[src/rtl/id_exe_issue.sv]
// id_exe_issue: ID->EXE stage that builds ALU operands and issues them to execute.
// It uses a main output slot and a one-entry skid, so id_ready comes straight from a register.
module id_exe_issue #(
  parameter int XLEN     = 32,
  parameter int ALU_OP_W = 14,
  parameter int DEST_W   = 5
) (
  input  logic                clk,
  input  logic                rst,
  input  logic                flush,
  input  logic                id_valid,
  output logic                id_ready,
  input  logic [XLEN-1:0]     id_pc,
  input  logic [XLEN-1:0]     id_rj_value,
  input  logic [XLEN-1:0]     id_rkd_value,
  input  logic [XLEN-1:0]     id_imm,
  input  logic [1:0]          id_src1_sel,
  input  logic                id_src2_imm,
  input  logic [ALU_OP_W-1:0] id_alu_op,
  input  logic                id_gr_we,
  input  logic [DEST_W-1:0]   id_dest,
  output logic                exe_valid,
  input  logic                exe_ready,
  output logic [ALU_OP_W-1:0] alu_op,
  output logic [XLEN-1:0]     alu_src1,
  output logic [XLEN-1:0]     alu_src2,
  output logic [XLEN-1:0]     exe_pc,
  output logic                exe_gr_we,
  output logic [DEST_W-1:0]   exe_dest,
  output logic                op_err
);
  localparam int EW = 3 * XLEN + ALU_OP_W + DEST_W + 2;
  logic [XLEN-1:0] w_src1, w_src2;
  logic [EW-1:0]   w_in, r_main, r_skid;
  logic            r_main_valid, r_skid_valid, w_id_fire, w_exe_fire, w_op_err;
  assign w_src1 = id_src1_sel == 2'b00 ? id_rj_value :
                  id_src1_sel == 2'b01 ? id_pc :
                  id_src1_sel == 2'b10 ? id_imm : '0;
  assign w_src2 = id_src2_imm ? id_imm : id_rkd_value;
  assign w_op_err = $countones(id_alu_op[3:0]) > 1;
  assign w_in = {w_op_err, id_gr_we, id_dest, id_alu_op, id_pc, w_src2, w_src1};
  assign id_ready = ~r_skid_valid;
  assign exe_valid = r_main_valid;
  assign w_id_fire = id_valid & id_ready;
  assign w_exe_fire = r_main_valid & exe_ready;
  assign {op_err, exe_gr_we, exe_dest, alu_op, exe_pc, alu_src2, alu_src1} = r_main;
  // The skid entry always drains into main before any newer instruction can be accepted.
  always_ff @(posedge clk or posedge rst) begin
    if (rst) begin
      r_main_valid <= 1'b0;
      r_skid_valid <= 1'b0;
      r_main       <= '0;
      r_skid       <= '0;
    end else if (flush) begin
      r_main_valid <= 1'b0;
      r_skid_valid <= 1'b0;
    end else if (!r_main_valid) begin
      if (w_id_fire) begin
        r_main       <= w_in;
        r_main_valid <= 1'b1;
      end
    end else if (w_exe_fire) begin
      if (r_skid_valid) begin
        r_main       <= r_skid;
        r_skid_valid <= 1'b0;
      end else if (w_id_fire) begin
        r_main <= w_in;
      end else begin
        r_main_valid <= 1'b0;
      end
    end else if (w_id_fire) begin
      r_skid       <= w_in;
      r_skid_valid <= 1'b1;
    end
  end
endmodule

[config.mk]
export PLATFORM = sky130hd
export DESIGN_NAME = id_exe_issue
export DESIGN_NICKNAME = d
export VERILOG_FILES = /design/src/rtl/id_exe_issue.sv
export SDC_FILE = /design/constraint.sdc
export NUM_CORES = 1
export LEC_CHECK = 0
export BUFFER_PORTS_ARGS = -buffer_cell sky130_fd_sc_hd__buf_2
export CAP_MARGIN = 20
export CORE_MARGIN = 1.5
export CORE_UTILIZATION = 45
export CTS_BUF_LIST = sky130_fd_sc_hd__clkbuf_8
export DETAILED_ROUTE_END_ITERATION = 16
export GPL_ROUTABILITY_DRIVEN = 0
export PLACE_DENSITY = 0.7
export SLEW_MARGIN = 25
export SYNTH_ARGS = -nofsm -noshare
export SYNTH_HDL_FRONTEND = slang
export SYNTH_SLANG_ARGS = --single-unit
[constraint.sdc]
create_clock -name clk -period 18.97 [get_ports clk]
set_clock_uncertainty 0.1 [all_clocks]
set_input_delay 1.897 -clock clk [delete_from_list [all_inputs] [get_ports clk]]
set_output_delay 1.897 -clock clk [all_outputs]
set_load 0.05 [all_outputs]
# Word-level counts from Yosys, hierarchy flattened
# Cells that the tools add are included.
[word_totals]
in_bits = 156
latch_bits = 0
regBits = 236
rom_bits = 0
out_inout_bits = 119
ramBits = 0
n_memories = 0
elab_cells = 39
[op_classes]
n_div = 0
n_addsub = 3
bitwise = 5
shift = 0
mul = 0
eq_ne = 3
reduce_logical = 6
mux = 17
order_cmp = 1
[ops]
columns = ["cell", "count"]
rows = [
  ["117-bit two-way mux", 4],
  ["32-bit two-way mux", 4],
  ["1-bit two-way mux", 9],
  ["1-bit by 1-bit adder with 2-bit output", 2],
  ["2-bit AND reduction", 2],
  ["4-bit AND reduction", 1],
  ["2-bit by 2-bit adder with 3-bit output", 1],
  ["3-bit by 1-bit > comparator with 1-bit output (second input constant)", 1],
  ["1-bit inverter", 3],
  ["3-bit nonzero test", 1],
  ["1-bit AND", 2],
  ["2-bit by 1-bit == test with 1-bit output (second input constant)", 1],
  ["2-bit == test (second input constant)", 1],
  ["2-bit logical NOT", 1],
  ["2-bit by 1-bit inequality test with 1-bit output (second input constant)", 1],
  ["2-bit nonzero test", 1],
]

# Depth between registers and ports, before layout
# Gate-level depths: netlist of run 1.
[logic_depth]
ltp_word = 8
depth_mapped = 7
mapped_depth_nobuf = 5

# Worst setup path before layout of run 1
# No wires, ideal clock.
[synth_timing]
path_type = "input to register"
start = "in flush"
end = "reg r_skid[100]"
t_required_ns = 18.745
stages = 6
path_buffers = 3
arrival_ns = 2.910
path_slack_ns = 15.835
setup_ns = 0.125
path_cell_list = "buf_2 > nor3_1 > nand3_1 > buf_2 > buf_2 > mux2_2"
[synth_between]
elab_chain_cells = 2
[synth_rtl]
columns = ["element", "line_no", "source"]
rows = [
  ["start, declared", "10", "input logic flush,"],
  ["1-bit inverter (no source line)", "--", ""],
  ["4-bit AND reduction (no source line)", "--", ""],
  ["end signal, assigned", "72", "r_skid <= w_in;"],
  ["end, declared", "34", "logic [EW-1:0] w_in, r_main, r_skid;"],
]
# No other way between the ends.
# A chain may end at the register's enable or synchronous reset.

# Worst setup path after layout of run 1
[layout_timing]
start = "in flush"
end = "reg r_skid[84]"
# Same word-level chain as after synthesis.

==> metrics, run 1 <==
worst-case clock buffer depth 3; CTS H-tree lvls 2; largest net degree at the start of global routing 91; Mapped Area 10,790 sq um; starting density of the core 0.4595; Hold Path Cell Cnt 1; Post-synth EDFFs 0; min-delay worst type flip-flop to flip-flop; leading post-synthesis cells by cell area dfrtp_1, mux2_2, a2bb2oi_1, mux2i_1, o22ai_1; antenna violations before repair 3; Largest delay share family, worst path buffers and inverters; vias in the first global route 8,420; total grt overflow 0; Worst setup SP type input pin; met2 Use GR 0.3853; r2r startpoint r_skid_valid$_DFFE_PP0P_; DP HPWL 18,050 um; postcts setup bufs 0; Worst Hold Slack 0.4057 ns; Top Ports 275; number of detailed-route iterations in the first pass 4; Fmax achieved around 0.22 GHz; commonest cells in the netlist dfrtp_1, a2bb2oi_1, mux2_2; Most Used Layer, Global Route met2; Global Route Usage Sum 0.2346; setup tns final 0 ns; RSZ-0062 raised after global routing false; Slew HR 0.2994; Mapped Nets 1,017; Ys Warns 0; Hold Fails Final Rpt 0; worst reg2reg setup slack 16.05 ns; CP max FO 67; Die Span Y 157.8 um; CTS Buf Count 40; Most used DFF post-synth dfrtp_1; Layout Utilization 0.5527; Die Width 157.8 um; DR vias/cell 5.666; worst-skew pair later-pin latency between 0.5 and 0.6 ns; Detail Route Antenna Nets 0; Max Cap Viol 0; Syn Inst Count between 800 and 900; startpoint of the worst hold path r_skid[78]$_DFFE_PP0P_; Async SR Flop Fraction 1.000; critical path's slowest cell buf_4; Slowest Stage Delay on Critical Path 0.90 ns; FF+latch count, synth between 200 and 250; Peak supply drop 0.06041 mV; final WL 29,040 um; worst-path cell chain buf_2 > nor3_1 > nand3_4 > buf_4 > mux2_2; first-pass GRT wire length ~45,000 um; Reg clk slew, reported paths 0.06 ns; Yosys cell types 27; Remaining DRCs 0; Syn Area/Cell 12.54 sq um; Least-Margin Pin Slew 1.051 ns; Pwr Total 1.588 mW; Worst Hold Endpoint r_skid[78]$_DFFE_PP0P_; Worst R2R Path Depth 4; RR Endpoint r_skid[84]$_DFFE_PP0P_; outcome finished, final reports clean; clk sinks ~240; fin crit share 0.2365; post-synth top area share 0.5475; CP Depth 5; Power Density 122.4 nW/um^2; Post-layout nets 1,256; area grow syn2layout 20.28%; Die Area 24,910 sq um; Core Area 23,470 sq um; met1 Use GR 0.3092; area leader, netlist dfrtp_1; # setup viols final 0; Iteration-0 DRC Markers 357; post-route insts no fill 1,441; met3 usage 0.05995; required time worst endpoint ~19 ns; crit path kind input pin to flip-flop; Worst Path Buf+Inv 2; IO buf count 274; clk root buf clkbuf_8; share of layout cells above drive strength 1 0.4139; sequential fraction of the synthesis area 0.5475; Hold-fix buffers, CTS 0; top-count cell post-synth dfrtp_1; row count 56; TritonCTS clock tree built; Critical Path End Type flip-flop; Cell Count Post-Placement 1,376; Worst EP arrival 4.79 ns; Pleak 6.320 nW; WL/cell 20.15 um; shortest period the worst path allows 4.486 ns; DR vias 8,164; post_cts resized 0; fin. max-slew vios 0
cells in the final DEF, fill, tap and decap left out, types with 2 or more instances in the layout:
cell        count
clkbuf_8       48
a2bb2oi_1     117
a221oi_1       32
buf_6           2
o22ai_1        84
nand2b_1        2
buf_2         274
nor2b_4         2
clkinv_2        3
a21oi_1         2
dfrtp_1       236
nor4_1         32
mux2_2        117
mux2i_1        64
buf_4           6
inv_1          82
clkinvlp_4      2
routing by layer:
metal  vias up  share of wire
li1       3740              -
met5         -        0.00034
met3        39          0.067
met1      4143           0.44
met2       240           0.48
met4         2          0.015
final cells by class:
type                    instances  area, sq um
inverters                      72        277.8
fillers                      2050        10500
well taps                     319        399.1
flip-flops and latches        236         5906
clock inverters                16        71.32
repair buffers                283         1459
multi-input cells             466         4198
diodes                          1        2.502
clock buffers                  48        660.6
through the flow:
step	instance area, sq um	setup slack, ns
floorplan	10790	10.50
global placement	12210	13.93
detailed placement	12230	13.90
CTS	12960	14.45
global route	12970	14.33
finish	12970	14.48
cell families (layout without fill, tap and decap cells):
group	Yosys count	in the layout	share of synthesized area
adder cells (fa/ha/maj)	1	1	0.001856
buffers and inverters	158	419	0.06855
flip-flops	236	236	0.5475
multiplexers	182	182	0.1829
AND/OR/NAND/NOR	45	45	0.02656
other	0	1	0
AO/OA/AOI/OAI	238	238	0.1726
worst max-delay path by stage:
stage | from | to | slack, ns
2_1_floorplan | rst | exe_valid$_DFF_PP0_ | 10.50
3_3_place_gp | flush | r_skid[53]$_DFFE_PP0P_ | 13.93
3_5_place_dp | flush | r_skid[84]$_DFFE_PP0P_ | 13.90
4_1_cts | flush | r_skid[84]$_DFFE_PP0P_ | 14.45
5_1_grt | flush | r_skid[61]$_DFFE_PP0P_ | 14.33
6_report | flush | r_skid[84]$_DFFE_PP0P_ | 14.48
flip-flops by register name, indices dropped and copies added (netlist names):
name / flops
r_main: 117
exe_valid: 1
r_skid_valid: 1
r_skid: 117
power breakdown:
group	switching, mW	internal (mW)	leakage (nW)	total (mW)
registers	0.0665	0.628	2.73	0.695
logic	0.310	0.160	3.17	0.469
clock network	0.197	0.227	0.416	0.423
total	0.573	1.01	6.32	1.59
Power figures use the tool's default switching activity.
==> run 2: changes to the inputs <==
--- a/config.mk
+++ b/config.mk
@@ -5,6 +5,7 @@
 export SDC_FILE = /design/constraint.sdc
 export NUM_CORES = 1
 export LEC_CHECK = 0
+export ABC_AREA = 1
 export BUFFER_PORTS_ARGS = -buffer_cell sky130_fd_sc_hd__buf_2
 export CAP_MARGIN = 20
 export CORE_MARGIN = 1.5
@@ -12,7 +13,7 @@
 export CTS_BUF_LIST = sky130_fd_sc_hd__clkbuf_8
 export DETAILED_ROUTE_END_ITERATION = 16
 export GPL_ROUTABILITY_DRIVEN = 0
-export PLACE_DENSITY = 0.7
+export PLACE_DENSITY = 0.73
 export SLEW_MARGIN = 25
 export SYNTH_ARGS = -nofsm -noshare
 export SYNTH_HDL_FRONTEND = slang
==> constraint.sdc (replaced) <==
create_clock -name clk -period 3.9 [get_ports clk]
set_clock_uncertainty 0.1 [all_clocks]
set_input_delay 0.39 -clock clk [delete_from_list [all_inputs] [get_ports clk]]
set_output_delay 0.39 -clock clk [all_outputs]
set_load 0.05 [all_outputs]
==> run 2 against run 1 <==
Against the previous run: non-clock buffer count grew 39; synthesized cell count grew 70%; synthesized area grew 5.2%; routed wire length grew 19%; sequential power grew to 4.7 times the previous value; sequential share of layout area shrank 3.4 points; global-route usage grew 2.8 points; via count grew 35%; core utilization grew 1.8 points; final cell count grew 45%; register-to-register slack lost 15 ns; largest power group unchanged.
==> metrics, run 2 <==
RSZ-0062 raised after global routing false (unchanged); critical path's slowest cell buf_4 (unchanged); CP max FO 75 (was 67); Yosys cell types 23 (was 27); setup tns final 0 ns (unchanged); Fill cells 2,228 (was 2,050); top-count cell post-synth nand2_1 (was dfrtp_1); Core Area 24,530 sq um (was 23,470 sq um); Most used DFF post-synth dfrtp_1 (unchanged); worst-skew pair later-pin latency 0.54 ns (was 0.52 ns); fin crit share 0.6783; Slew HR 0.3258 (was 0.2994); Cell Area, Placed 12,810 sq um (was 12,230 sq um); Hold-fix buffers, CTS 36 (was 0); Multi-input gate area 4385 sq um (was 4198 sq um); starting density of the core 0.4626 (was 0.4595); Logic pwr share 0.283 (was 0.296); share of layout cells above drive strength 1 0.2222 (was 0.4139); Fmax achieved 0.3780 GHz; Top Ports 275 (unchanged); first-pass GRT wire length 54,820 um (was 45,410 um); Worst EP arrival 2.93 ns (was 4.79 ns); # setup viols final 0 (unchanged); Remaining DRCs 0 (unchanged); Mapped Area 11,350 sq um (was 10,790 sq um); outcome finished, final reports clean (unchanged); CTS Buf Count 43 (was 40); number of detailed-route iterations in the first pass 5 (was 4); startpoint of the worst hold path exe_ready (was r_skid[78]$_DFFE_PP0P_); Peak supply drop 0.4104 mV (was 0.06041 mV); vias in the first global route 10,480 (was 8,420); Worst setup SP type flip-flop (was input pin); Global Route Usage Sum 0.2629 (was 0.2346); pre-CTS WS 1.244 ns (was 13.90 ns); DP HPWL 22,220 um (was 18,050 um); worst-path cell chain inv_2 > nand2_4 > nor3_4 > buf_4 > buf_4 > o21ai_0 (was buf_2 > nor3_1 > nand3_4 > buf_4 > mux2_2); Post-layout nets 1,891 (was 1,256); Pwr Total 7.693 mW (was 1.588 mW); Die Area 26,180 sq um (was 24,910 sq um); antenna violations before repair 3 (unchanged); row count 57 (was 56); Post-synth EDFFs 0 (unchanged); WL/cell 16.60 um (was 20.15 um); Iteration-0 DRC Markers 803 (was 357); TritonCTS clock tree built (unchanged); Die Span Y 161.8 um (was 157.8 um); Hold Fails Final Rpt 0 (unchanged); clk root buf clkbuf_8 (unchanged); Pint 4.790 mW (was 1.015 mW); Detail Route Antenna Nets 0 (unchanged); crit path kind flip-flop to flip-flop (was input pin to flip-flop); Worst Hold Slack 0.03112 ns (was 0.4057 ns); area leader, netlist dfrtp_1 (unchanged); Clock power frac 0.294 (was 0.267); Largest delay share family, worst path buffers and inverters (unchanged); Power Density 549.1 nW/um^2 (was 122.4 nW/um^2); final setup margin 1.255 ns (was 14.48 ns); FF+latch count, synth 236 (unchanged); largest net degree at the start of global routing 109 (was 91); area grow syn2layout 23.45% (was 20.28%); required time worst endpoint 4.18 ns (was 19.27 ns); Reg clk slew, reported paths 0.06 ns (about the same); Die Width 161.8 um (was 157.8 um); clk sinks 236 (unchanged); Async SR Flop Fraction 1.000 (unchanged); commonest cells after routing, fill and taps aside nand2_1, buf_2, dfrtp_1 (was buf_2, dfrtp_1, mux2_2, a2bb2oi_1, o22ai_1); CTS H-tree lvls 2 (unchanged); Pleak 7.356 nW (was 6.320 nW); Sequential Power Share 0.423 (was 0.438); post-synth top area share 0.5204 (was 0.5475); final WL 34,690 um (was 29,040 um); Syn Inst Count 1,464 (was 860); Worst Path Buf+Inv 3 (was 2); leading post-synthesis cells by cell area dfrtp_1, nand2_1, inv_1, o21ai_0, o22ai_1 (was dfrtp_1, mux2_2, a2bb2oi_1, mux2i_1, o22ai_1); Slowest Stage Delay on Critical Path 0.67 ns (was 0.90 ns); r2r startpoint r_skid_valid$_DFFE_PP0P_ (unchanged); DR vias/cell 5.271 (was 5.666); Setup crit start r_skid_valid$_DFFE_PP0P_ (was flush); post_cts resized 0 (unchanged); register area 5906 sq um (unchanged); shortest period the worst path allows 2.645 ns; IO buf count 274 (unchanged); min-delay worst type input pin to flip-flop (was flip-flop to flip-flop); fin area 14,010 sq um (was 12,970 sq um); Mapped Nets 1,621 (was 1,017); top flop regs r_main (117), r_skid (117) (unchanged); worst-case clock buffer depth 3 (unchanged); Max Cap Viol 0 (unchanged); Critical Path End Type flip-flop (unchanged); Least-Margin Pin Slew 1.010 ns (was 1.051 ns); sequential fraction of the synthesis area 0.5204 (was 0.5475); Crit path top cell by count buf_4; Syn Area/Cell 7.752 sq um (was 12.54 sq um); total grt overflow 0 (unchanged); postcts setup bufs 0 (unchanged); NetSw 2.903 mW (was 572.9 uW); commonest cells in the netlist nand2_1, dfrtp_1, inv_1 (was dfrtp_1, a2bb2oi_1, mux2_2); commonest non-fill, non-tap cell in the layout nand2_1 (was buf_2); fin. max-slew vios 0 (unchanged); Ys Warns 0 (unchanged); sw frac 0.3774 (was 0.3609); DR vias 11,010 (was 8,164)
## run 2: cell count changes after synthesis, sizes merged, moves of 32 or more
cell     previous run  this run
nor2                1        33
nand3               2        97
inv                72       163
nor4               32         0
o21ai               1       121
nand2               1       531
mux2i              64         0
a221oi             32         0
a2bb2oi           117         0
or2                 0        33
mux2              118         0
nand4               0        32
## run 2: cell families (layout without fill, tap and decap cells)
logic type | after synthesis | after routing | share of synthesized area
AOI/OAI and AO/OA | 240 | 240 | 0.1163
other | 0 | 1 | 0
and+or+nand+nor | 727 | 727 | 0.2671
buffers and inverters | 260 | 560 | 0.09438
DFF | 236 | 236 | 0.5204
adders and majority gates | 1 | 1 | 0.001764
## run 2: per-stage QoR
step           cells    util
6_report        2089  0.5710
5_1_grt         2088  0.5709
4_1_cts         2088  0.5709
3_5_place_dp    1977  0.5223
3_3_place_gp    1977  0.5223
2_1_floorplan   1464       -
## run 2: path summary, 6_finish.rpt
| path | end | slack, ns | cells after the start |
|---|---|---|---|
| setup / recovery | r_skid[10]$_DFFE_PP0P_ | 1.25 | 6 |
| hold / removal | r_skid_valid$_DFFE_PP0P_ | 0.03 | 4 |
| setup reg to reg | r_skid[10]$_DFFE_PP0P_ | 1.25 | 6 |
| hold reg to reg | r_skid[111]$_DFFE_PP0P_ | 0.37 | 2 |
| max in group asynchronous | r_main[104]$_DFFE_PP0P_ | 2.24 | 4 |
| min in group asynchronous | r_main[62]$_DFFE_PP0P_ | 0.43 | 3 |
## run 2: routing by layer
layer,wire (um),vias up,global-route usage
met2,15320,532,0.3960
met5,31,-,0
li1,-,5217,-
met4,1206,4,0.1063
met3,2892,88,0.05363
met1,15240,5170,0.3722
## run 2: power by group through the flow
stage	clock network [mW]	registers [mW]	logic [mW]
3_5_place_dp	0	3.28	2.15
4_1_cts	2.31	3.25	2.19
3_3_place_gp	0	3.26	2.11
2_1_floorplan	0	4.06	0.762
5_1_grt	2.43	3.31	2.37
6_report	2.26	3.25	2.18
## run 2: final cells by class
| type | count | share of cell area |
|---|---|---|
| sequential | 236 | 0.4215 |
| multi-input combinational | 968 | 0.3130 |
| clock inverter | 22 | 0.007323 |
| tap | 324 | 0.02894 |
| inverter | 163 | 0.04421 |
| clock buffer | 53 | 0.05207 |
| timing repair buffer | 322 | 0.1327 |
| antenna | 1 | 0.0001786 |
## run 2: worst min-delay path, cell delays in order
cell     delay (ns)
buf_2          0.09
nand2_1        0.05
nand3_1        0.06
nand2_1        0.05
==> run 3: changes to the inputs <==
==> constraint.sdc (replaced) <==
create_clock -name clk -period 2.1 [get_ports clk]
set_clock_uncertainty 0.1 [all_clocks]
set_input_delay 0.21 -clock clk [delete_from_list [all_inputs] [get_ports clk]]
set_output_delay 0.21 -clock clk [all_outputs]
set_load 0.05 [all_outputs]
==> run 3 against run 2 <==
Against the previous run: first-iteration DRC count is 34% higher; die area unchanged; fmax grew 34%.
==> metrics, run 3 (synthesis gave the netlist of run 2 again) <==
Cell Count Post-Placement 2,000 (was 1,977); worst-skew pair later-pin latency 0.54 ns (about the same); Power Density 957.9 nW/um^2 (was 549.1 nW/um^2); Critical Path End Type flip-flop (unchanged); required time worst endpoint 2.41 ns (was 4.18 ns); fin area 15,420 sq um (was 14,010 sq um); Multi-input gate area 4385 sq um (unchanged); Top Ports 275 (unchanged); antenna violations before repair 1 (was 3); # setup viols final 0 (unchanged); CP max FO 28 (was 75); CTS Buf Count 41 (was 43); fin crit share 0.9368 (was 0.6783); NetSw 5.460 mW (was 2.903 mW); share of layout cells above drive strength 1 0.2170 (was 0.2222); starting density of the core 0.4626 (unchanged); pre-CTS WS 0.2141 ns (was 1.244 ns); shortest period the worst path allows 1.967 ns (was 2.645 ns); Sequential Power Share 0.410 (was 0.423); Cell Area, Placed 13,090 sq um (was 12,810 sq um); register area 5906 sq um (unchanged); Pint 9.314 mW (was 4.790 mW); Reg clk slew, reported paths 0.06 ns (about the same); clk root buf clkbuf_8 (unchanged); commonest non-fill, non-tap cell in the layout nand2_1 (unchanged); Max Cap Viol 0 (unchanged); WL/cell 16.83 um (was 16.60 um); Fill cells 2,040 (was 2,228); IO buf count 274 (unchanged); RR Endpoint exe_valid$_DFF_PP0_ (was r_skid[10]$_DFFE_PP0P_); startpoint of the worst hold path id_imm[1] (was exe_ready); total grt overflow 0 (unchanged); Logic pwr share 0.293 (was 0.283); Worst Hold Endpoint r_skid[1]$_DFFE_PP0P_ (was r_skid_valid$_DFFE_PP0P_); final setup margin 0.1327 ns (was 1.255 ns); Pleak 7.981 nW (was 7.356 nW); Peak supply drop 0.5902 mV (was 0.4104 mV); top flop regs r_main (117), r_skid (117) (unchanged); CTS H-tree lvls 2 (unchanged); worst reg2reg setup slack 0.13 ns (was 1.25 ns); min-delay worst type input pin to flip-flop (unchanged); setup tns final 0 ns (unchanged); Fmax achieved 0.5083 GHz (was 0.3780 GHz); Hold Path Cell Cnt 5 (was 4); crit path kind flip-flop to flip-flop (unchanged); Iteration-0 DRC Markers 1,076 (was 803); post-route insts no fill 2,220 (was 2,089); Detail Route Antenna Nets 0 (unchanged); Worst R2R Path Depth 4 (was 6); area grow syn2layout 35.91% (was 23.45%); Core Area 24,530 sq um (unchanged); clk sinks 236 (unchanged); commonest cells after routing, fill and taps aside nand2_1, buf_2, dfrtp_1 (unchanged); largest net degree at the start of global routing 76 (was 109); vias in the first global route 11,650 (was 10,480); RSZ-0062 raised after global routing false (unchanged); postcts setup bufs 0 (unchanged); worst-case clock buffer depth 3 (unchanged); outcome finished, final reports clean (unchanged); Slew HR 0.6052 (was 0.3258); final WL 37,360 um (was 34,690 um); Die Span Y 161.8 um (unchanged); Clock power frac 0.298 (was 0.294); post_cts resized 0 (unchanged); Post-layout nets 2,023 (was 1,891); Least-Margin Pin Slew 0.5922 ns (was 1.010 ns); r2r startpoint r_skid_valid$_DFFE_PP0P_ (unchanged); Hold Fails Final Rpt 0 (unchanged); Remaining DRCs 0 (unchanged); DR vias 11,870 (was 11,010); Worst EP arrival 2.27 ns (was 2.93 ns); DP HPWL 23,430 um (was 22,220 um); first-pass GRT wire length 59,690 um (was 54,820 um); Worst setup SP type flip-flop (unchanged); Die Area 26,180 sq um (unchanged); TritonCTS clock tree built (unchanged); Global Route Usage Sum 0.2872 (was 0.2629); row count 57 (unchanged); sw frac 0.3695 (was 0.3774); fin. max-slew vios 0 (unchanged); number of detailed-route iterations in the first pass 8 (was 5); DR vias/cell 5.347 (was 5.271); Die Width 161.8 um (unchanged)
run 3: what timing repair did:
item / 4_1_cts / 5_1_grt
hold buffers: 147 / 0
endpoints found under the hold margin: 221 / 0
setup endpoints to repair: 0 / 0
run 3: power by group through the flow:
stage / Clock (mW) / Sequential [mW] / Combinational, mW
after floorplan: 0 / 7.54 / 1.41
after global placement: 0 / 6.07 / 3.96
after detailed placement: 0 / 6.08 / 4.05
after CTS: 4.48 / 6.02 / 4.28
after global routing: 4.69 / 6.15 / 4.68
final: 4.40 / 6.05 / 4.32
run 3: cell type report:
class | count | share of cell area
tap | 324 | 0.02628
clock buffer | 53 | 0.04729
multi-input combinational | 968 | 0.2843
antenna | 2 | 0.0003245
sequential | 236 | 0.3829
clock inverter | 18 | 0.008437
inverter | 163 | 0.04016
timing repair buffer | 456 | 0.2103
run 3: routing by layer:
metal / global-route usage / wire length, um / vias to the layer above / share of wire
li1: - / - / 5485 / -
met1: 0.3953 / 15870 / 5578 / 0.42
met2: 0.4415 / 16550 / 657 / 0.44
met3: 0.05388 / 3217 / 150 / 0.086
met4: 0.1330 / 1720 / 0 / 0.046
met5: 0 / 0 / - / 0
run 3: critical path: stages (launching register included):
cell and delay [ns]:
dfrtp_1 0.43, nand2_4 0.23, buf_4 0.37, a31oi_1 0.13
dlygate4sd3_1 0.57
run 3: stage by stage:
stage	hold slack (ns)	total power [mW]	utilization
floorplan	0.1735	8.952	-
global placement	0.1954	10.03	0.5335
detailed placement	0.1852	10.13	0.5335
CTS	0.001450	14.79	0.6285
global route	0.03115	15.53	0.6286
finish	0.02459	14.77	0.6287
run 3: worst max path at each step:
stage,startpoint,to,cells past startpoint
floorplan,rst,exe_valid$_DFF_PP0_,1
global placement,r_skid_valid$_DFFE_PP0P_,r_skid[55]$_DFFE_PP0P_,7
detailed placement,r_skid_valid$_DFFE_PP0P_,r_skid[49]$_DFFE_PP0P_,7
CTS,r_skid_valid$_DFFE_PP0P_,exe_valid$_DFF_PP0_,4
global route,r_skid_valid$_DFFE_PP0P_,r_skid[42]$_DFFE_PP0P_,7
finish,r_skid_valid$_DFFE_PP0P_,exe_valid$_DFF_PP0_,4
